===== src/rtl/cnn_pkg.sv =====
// ---------------------------------------------------------------------------
// cnn_pkg
// Shared constants and types for the CNN front-end window generator.
//   IMG_W, IMG_H : image geometry in pixels
//   K            : window edge length
//   PIX_W        : bits per pixel
//   WIN_W        : packed window width (K*K*PIX_W)
//   LB_ROWS      : number of buffered image rows (K-1)
//   PTR_W        : width of the circular line-buffer row pointer
//   state_t      : window generator FSM encoding
// ---------------------------------------------------------------------------
package cnn_pkg;

  localparam int IMG_W   = 28;
  localparam int IMG_H   = 28;
  localparam int K       = 5;
  localparam int PIX_W   = 8;
  localparam int WIN_W   = K * K * PIX_W;
  localparam int LB_ROWS = K - 1;
  localparam int PTR_W   = (LB_ROWS > 1) ? $clog2(LB_ROWS) : 1;

  typedef enum logic [1:0] {
    IDLE    = 2'd0,
    STREAM  = 2'd1,
    FLUSH   = 2'd2,
    DONE_ST = 2'd3
  } state_t;

  // The line buffer holding an older image row rotates with the row pointer:
  // window row i (counting from the top) lives in slot (ptr + i) mod LB_ROWS.
  function automatic logic [PTR_W-1:0] slotOf(input logic [PTR_W-1:0] ptr, input int offset);
    int s;
    s = (int'(ptr) + offset) % LB_ROWS;
    return PTR_W'(s);
  endfunction

endpackage


===== src/rtl/line_buffer_row.sv =====
// ---------------------------------------------------------------------------
// line_buffer_row
// One image row of storage: DEPTH entries of WIDTH bits, synchronous write,
// combinational read. Contents are never reset.
//   clk_i   : clock
//   we_i    : write enable
//   addr_i  : shared read/write column address
//   wdata_i : data written at addr_i on the rising edge when we_i is high
//   rdata_o : current contents at addr_i (old value during a write cycle)
// ---------------------------------------------------------------------------
module line_buffer_row #(
  parameter int DEPTH = 28,
  parameter int WIDTH = 8,
  parameter int AW    = $clog2(DEPTH)
) (
  input  logic             clk_i,
  input  logic             we_i,
  input  logic [AW-1:0]    addr_i,
  input  logic [WIDTH-1:0] wdata_i,
  output logic [WIDTH-1:0] rdata_o
);

  logic [WIDTH-1:0] mem [DEPTH];

  always_ff @(posedge clk_i) begin
    if (we_i) begin
      mem[addr_i] <= wdata_i;
    end
  end

  assign rdata_o = mem[addr_i];

endmodule


===== src/rtl/conv_window_gen.sv =====
// ---------------------------------------------------------------------------
// conv_window_gen
// Turns a raster-scanned IMG_H x IMG_W pixel stream into every valid KxK
// window in raster order, each tagged with its top-left corner (X, Y).
//   CLK       : clock
//   RST       : asynchronous active-high reset
//   START     : frame start pulse, honoured only in IDLE
//   PIX_VALID : PIX_IN holds the next raster pixel
//   PIX_IN    : pixel value
//   PIX_READY : a pixel can be accepted this cycle
//   WIN_VALID : IMGIN/X/Y hold a window
//   WIN_READY : consumer takes the window this cycle
//   X, Y      : window top-left column / row
//   IMGIN     : window, byte (i*K+j) = pixel(Y+i, X+j)
//   DONE      : one-cycle pulse after the final window is taken
//   BUSY      : high whenever not IDLE
// ---------------------------------------------------------------------------
module conv_window_gen
  import cnn_pkg::*;
(
  input  logic             CLK,
  input  logic             RST,
  input  logic             START,
  input  logic             PIX_VALID,
  input  logic [PIX_W-1:0] PIX_IN,
  output logic             PIX_READY,
  output logic             WIN_VALID,
  input  logic             WIN_READY,
  output logic [4:0]       X,
  output logic [4:0]       Y,
  output logic [WIN_W-1:0] IMGIN,
  output logic             DONE,
  output logic             BUSY
);

  localparam int COL_W = $clog2(IMG_W);
  localparam int ROW_W = $clog2(IMG_H);

  localparam logic [COL_W-1:0] COL_LAST = COL_W'(IMG_W - 1);
  localparam logic [ROW_W-1:0] ROW_LAST = ROW_W'(IMG_H - 1);
  localparam logic [COL_W-1:0] COL_WIN0 = COL_W'(K - 1);
  localparam logic [ROW_W-1:0] ROW_WIN0 = ROW_W'(K - 1);
  localparam logic [PTR_W-1:0] PTR_LAST = PTR_W'(LB_ROWS - 1);

  state_t state_q, state_d;

  logic [ROW_W-1:0] row_q, row_d;
  logic [COL_W-1:0] col_q, col_d;
  logic [PTR_W-1:0] ptr_q, ptr_d;

  logic [PIX_W-1:0] win_q [K][K];
  logic [PIX_W-1:0] win_d [K][K];

  logic             winValid_q, winValid_d;
  logic [4:0]       x_q, x_d;
  logic [4:0]       y_q, y_d;
  logic [WIN_W-1:0] imgin_q, imgin_d;

  logic [PIX_W-1:0] lbRdata [LB_ROWS];

  logic pixReady;
  logic pixAccept;
  logic winAccept;
  logic lastPix;
  logic winComplete;

  // A pixel may enter only while streaming and when the output register is
  // either empty or being drained this very cycle.
  assign pixReady    = (state_q == STREAM) && (!winValid_q || WIN_READY);
  assign pixAccept   = PIX_VALID && pixReady;
  assign winAccept   = winValid_q && WIN_READY;
  assign lastPix     = (row_q == ROW_LAST) && (col_q == COL_LAST);
  assign winComplete = (row_q >= ROW_WIN0) && (col_q >= COL_WIN0);

  // Only the slot the row pointer names is written; it holds row r-K+1,
  // which is read out into the window before being overwritten by row r.
  for (genvar g = 0; g < LB_ROWS; g++) begin : gLineBuf
    line_buffer_row #(
      .DEPTH (IMG_W),
      .WIDTH (PIX_W)
    ) uRow (
      .clk_i   (CLK),
      .we_i    (pixAccept && (ptr_q == PTR_W'(g))),
      .addr_i  (col_q),
      .wdata_i (PIX_IN),
      .rdata_o (lbRdata[g])
    );
  end

  always_comb begin
    state_d = state_q;
    case (state_q)
      IDLE:    if (START) state_d = STREAM;
      STREAM:  if (pixAccept && lastPix) state_d = FLUSH;
      FLUSH:   if (winAccept) state_d = DONE_ST;
      DONE_ST: state_d = IDLE;
      default: state_d = IDLE;
    endcase
  end

  // Raster position and circular row pointer; everything restarts on START.
  always_comb begin
    row_d = row_q;
    col_d = col_q;
    ptr_d = ptr_q;
    if ((state_q == IDLE) && START) begin
      row_d = '0;
      col_d = '0;
      ptr_d = '0;
    end else if (pixAccept) begin
      if (col_q == COL_LAST) begin
        col_d = '0;
        row_d = (row_q == ROW_LAST) ? '0 : row_q + 1'b1;
        ptr_d = (ptr_q == PTR_LAST) ? '0 : ptr_q + 1'b1;
      end else begin
        col_d = col_q + 1'b1;
      end
    end
  end

  // Shift window: every row moves one column left and the new right-hand
  // column is the K-1 buffered rows above plus the incoming pixel.
  always_comb begin
    win_d = win_q;
    if (pixAccept) begin
      for (int i = 0; i < K; i++) begin
        for (int j = 0; j < K - 1; j++) begin
          win_d[i][j] = win_q[i][j+1];
        end
      end
      for (int i = 0; i < K - 1; i++) begin
        win_d[i][K-1] = lbRdata[slotOf(ptr_q, i)];
      end
      win_d[K-1][K-1] = PIX_IN;
    end
  end

  // A completing pixel loads the output register even while the previous
  // window is leaving in the same cycle; otherwise a taken window empties it.
  always_comb begin
    winValid_d = winValid_q;
    x_d        = x_q;
    y_d        = y_q;
    imgin_d    = imgin_q;
    if (pixAccept && winComplete) begin
      winValid_d = 1'b1;
      x_d        = 5'(col_q - COL_WIN0);
      y_d        = 5'(row_q - ROW_WIN0);
      for (int i = 0; i < K; i++) begin
        for (int j = 0; j < K; j++) begin
          imgin_d[(i*K+j)*PIX_W +: PIX_W] = win_d[i][j];
        end
      end
    end else if (winAccept) begin
      winValid_d = 1'b0;
    end
  end

  always_ff @(posedge CLK or posedge RST) begin
    if (RST) begin
      state_q    <= IDLE;
      row_q      <= '0;
      col_q      <= '0;
      ptr_q      <= '0;
      winValid_q <= 1'b0;
      x_q        <= '0;
      y_q        <= '0;
      imgin_q    <= '0;
    end else begin
      state_q    <= state_d;
      row_q      <= row_d;
      col_q      <= col_d;
      ptr_q      <= ptr_d;
      winValid_q <= winValid_d;
      x_q        <= x_d;
      y_q        <= y_d;
      imgin_q    <= imgin_d;
    end
  end

  // The shift window needs no reset: each emitted window is built only from
  // columns shifted in during the current row.
  always_ff @(posedge CLK) begin
    win_q <= win_d;
  end

  assign PIX_READY = pixReady;
  assign WIN_VALID = winValid_q;
  assign X         = x_q;
  assign Y         = y_q;
  assign IMGIN     = imgin_q;
  assign DONE      = (state_q == DONE_ST);
  assign BUSY      = (state_q != IDLE);

endmodule

===== config.mk =====
export PLATFORM = sky130hd
export DESIGN_NAME = conv_window_gen
export DESIGN_NICKNAME = d
export VERILOG_FILES = /design/src/rtl/cnn_pkg.sv /design/src/rtl/line_buffer_row.sv /design/src/rtl/conv_window_gen.sv
export SDC_FILE = /design/constraint.sdc
export NUM_CORES = 2
export LEC_CHECK = 0
export ABC_AREA = 0
export CELL_PAD_IN_SITES_DETAIL_PLACEMENT = 0
export CELL_PAD_IN_SITES_GLOBAL_PLACEMENT = 1
export CORE_MARGIN = 1.5
export CORE_UTILIZATION = 55
export CTS_CLUSTER_DIAMETER = 200
export DETAILED_ROUTE_END_ITERATION = 8
export PLACE_DENSITY_LB_ADDON = 0.1
export SLEW_MARGIN = 10
export SYNTH_ARGS = -nofsm -noshare
export SYNTH_HDL_FRONTEND = slang
export SYNTH_SLANG_ARGS = --single-unit

===== constraint.sdc =====
create_clock -name CLK -period 18.5 [get_ports CLK]
set_clock_uncertainty 0.15 [all_clocks]
set_input_delay 3.7 -clock CLK [delete_from_list [all_inputs] [get_ports CLK]]
set_output_delay 3.7 -clock CLK [all_outputs]
set_load 0.03 [all_outputs]

==> key figures <==
Placed design
  • RD Place Congestion: 0.874
  • I/O Buffers: 226
  • Setup WS pre-CTS: 9.39 ns
  • DP HPWL: 82000 µm
  • Post-DP Area: 54000 µm²
  • Placed insts: 4691

STA
  • Actual slew at the worst max-slew pin: 1.27 ns
  • Fin Setup TNS: 0 ns
  • Post-route minimum period: 9.11 ns
  • Max frequency: 110 MHz
  • RSZ-0062 raised after global routing: no
  • Worst hold slack: 0.294 ns
  • Setup WS post-layout: 9.39 ns
  • Setup violations, final: 0
  • Max Slew Vio Count: 0
  • Final Cycle Share: 0.492
  • Final Hold Vio Count: 0
  • Rel. slew slack: 0.147

Routing
  • Drt via density: 5.99
  • Routed vias: 29632
  • Avg WL per Cell: 25.6 µm
  • DRC: 0
  • 1st-pass router iterations: 7
  • Post-route ant nets: 0
  • Drt total wl: 127000 µm
  • Starting DRC count in detailed routing: 3110

Cells and area
  • Number of antenna diodes: 0
  • Final Util: 0.637
  • Ratio of cells with drive above 1 in the final layout: 0.0981
  • Layout Cells excl Fill: 4947
  • Cell area after layout: 58400 µm²
  • Area Overhead vs Synth: 14.8%
  • Final-stage net count: 3682

Run
  • Max Cap Viol: 0

Critical path
  • Worst path cell trace: clkdlybuf4s50_1 -> nand2b_1 -> and2_1 -> clkdlybuf4s50_1
  • CP peak stage delay: 0.66 ns
  • Cell mode on critical path: clkdlybuf4s50_1
  • Crit path max-delay cell type: clkdlybuf4s50_1
  • Req. time, crit path: 14.65 ns
  • Crit. End Element: output port
  • CP bufs+invs: 2
  • CP arrival: 5.26 ns
  • Critical path type: in2out
  • Worst setup SP type: input pin
  • Critical path peak fanout: 5
  • Critical path's top delay family: buffers and inverters

Floorplan
  • Die Y: 307 µm
  • Io pins: 227
  • Die area: 94300 µm²
  • Die X: 307 µm
  • Cell Rows: 111
  • Core Footprint: 91700 µm²
  • Initial Utilization: 0.555

Clock network
  • Post-CTS setup buffers: 0
  • CTS resizes: 0
  • CTS tree: yes
  • Worst-Skew Late Latency: 0.76 ns
  • Clk sinks: 1321
  • Root buf cell: clkbuf_16
  • Reg clk slew, reported paths: 0.06 ns
  • CTS max path bufs: 3
  • H-tree depth: 4
  • CTS hold repair buffers: 0
  • CTS Buf Count: 139

Logic synthesis
  • Most frequent cells after synthesis: edfxtp_1, nand2_1, mux2i_1
  • Register bit count reported by yosys: 1321
  • Synth Instances: 3429
  • Cell with the most instances after synthesis: edfxtp_1
  • Cell taking the most area after synthesis: edfxtp_1
  • Mapped cell area: 50900 µm²
  • Asr flop ratio synth: 0.170
  • Top_reg_cell synth: edfxtp_1
  • Syn nets: 3465
  • Cell variety after synth: 55
  • Avg Synthesized Cell Area: 14.8 µm²
  • Sequential-to-total area share from yosys stat: 0.718
  • Total number of yosys warnings: 0
  • Largest cells by area after synthesis: edfxtp_1, dfrtp_1, dfxtp_1
  • Synth top area share: 0.529
  • Post-synth EDFFs: 896

Global route
  • First-pass GRT wire length: 188000 µm
  • Largest net degree at the start of global routing: 169
  • Global route overflow: 0
  • Vias in the first global route: 29177
  • Gr usage total: 0.271
  • Initial antenna violation count: 0

Pwr
  • Pleak: 21.1 nW
  • Max rail drop VDD: 99.3 µV
  • Cell Pwr Density: 125 nW/µm²
  • Design Power: 7.32 mW

Outcome
  • Status: finished, final reports clean

Worst hold path
  • Hold WC Path Type: reg2reg
sequential cells by signal, summed over array words and instances (netlist names):
| register | count |
|---|---|
| state_q | 2 |
| row_q | 5 |
| Y | 5 |
| WIN_VALID | 1 |
| X | 5 |
| IMGIN | 200 |
| gLineBuf.uRow.mem | 896 |
| ptr_q | 2 |
| col_q | 5 |
| win_q | 200 |
cell type report:
class                   instances  area, µm²
clock buffers                 190       3770
clock inverters                66        598
fillers                      6685      33300
inverters                      14       60.1
multi-input cells            1902      13300
flip-flops and latches       1321      36600
well taps                    1186       1480
repair buffers                268       2580
worst reg2reg max path, cell delays in order (launching register included):
cell and delay, ns:
dfrtp_4 0.61, buf_12 0.63, buf_4 1.05, mux2i_1 0.29
o22ai_1 0.20, nor4_2 0.82, nand4_1 0.47, nand3_1 0.22
nand3_1 0.09
layout by cell type, fill, tap and decap left out, types with 6 or more instances in the layout:
cell,count
clkbuf_16,140
mux2i_1,299
inv_1,10
clkinv_8,9
nor4_1,13
clkbuf_8,8
dfxtp_1,200
mux4_2,76
clkinv_1,17
clkinv_2,21
bufinv_16,6
clkinvlp_4,6
o21ai_1,6
clkdlybuf4s50_1,218
o22ai_1,122
edfxtp_1,896
buf_4,48
nor3_1,7
ha_1,23
nand2_1,635
clkbuf_1,42
a31oi_1,6
mux2_1,166
a21oi_1,13
o21ai_0,38
nand4_1,62
nand3_1,186
nor4_2,15
a221oi_1,33
nor2_1,136
dfrtp_1,222
layer usage:
metal  track usage  share of wire  vias to the layer above  routed length, µm
met5             0              0                        -                  0
met4        0.0977          0.031                        0               3940
met3        0.0539          0.085                      197              10700
met2         0.413           0.46                     1271              58400
met1         0.390           0.42                    14941              53800
li1              -              -                    13223                  -
worst paths after layout:
check / cells after the start / from / slack, ns / endpoint
max: 4 / WIN_READY / 9.39 / PIX_READY
min: 2 / win_q[33] / 0.29 / win_q[33]
max reg2reg: 8 / col_q[1] / 13.83 / IMGIN[156]
min reg2reg: 2 / win_q[33] / 0.29 / win_q[33]
max in group asynchronous: 4 / RST / 12.55 / IMGIN[102]
min in group asynchronous: 2 / RST / 3.31 / IMGIN[163]
kinds of logic (layout without fill, tap and decap cells):
family | after synthesis | in the layout | synth area share
flip-flops | 1321 | 1321 | 0.718
AND/OR/NAND/NOR | 1093 | 1093 | 0.0947
multiplexers | 546 | 546 | 0.130
AO/OA/AOI/OAI | 235 | 235 | 0.0299
buffers and inverters | 206 | 538 | 0.0202
adder cells (fa/ha/maj) | 23 | 23 | 0.00566
XOR/XNOR | 5 | 5 | 0.000861
power by group:
part | total (mW) | internal (mW) | leakage [nW] | switching (mW)
Sequential | 3.50 | 3.37 | 12.8 | 0.130
Clock | 2.66 | 1.52 | 2.12 | 1.13
Combinational | 1.16 | 0.375 | 6.15 | 0.790
(Power assumes the default switching activity.)
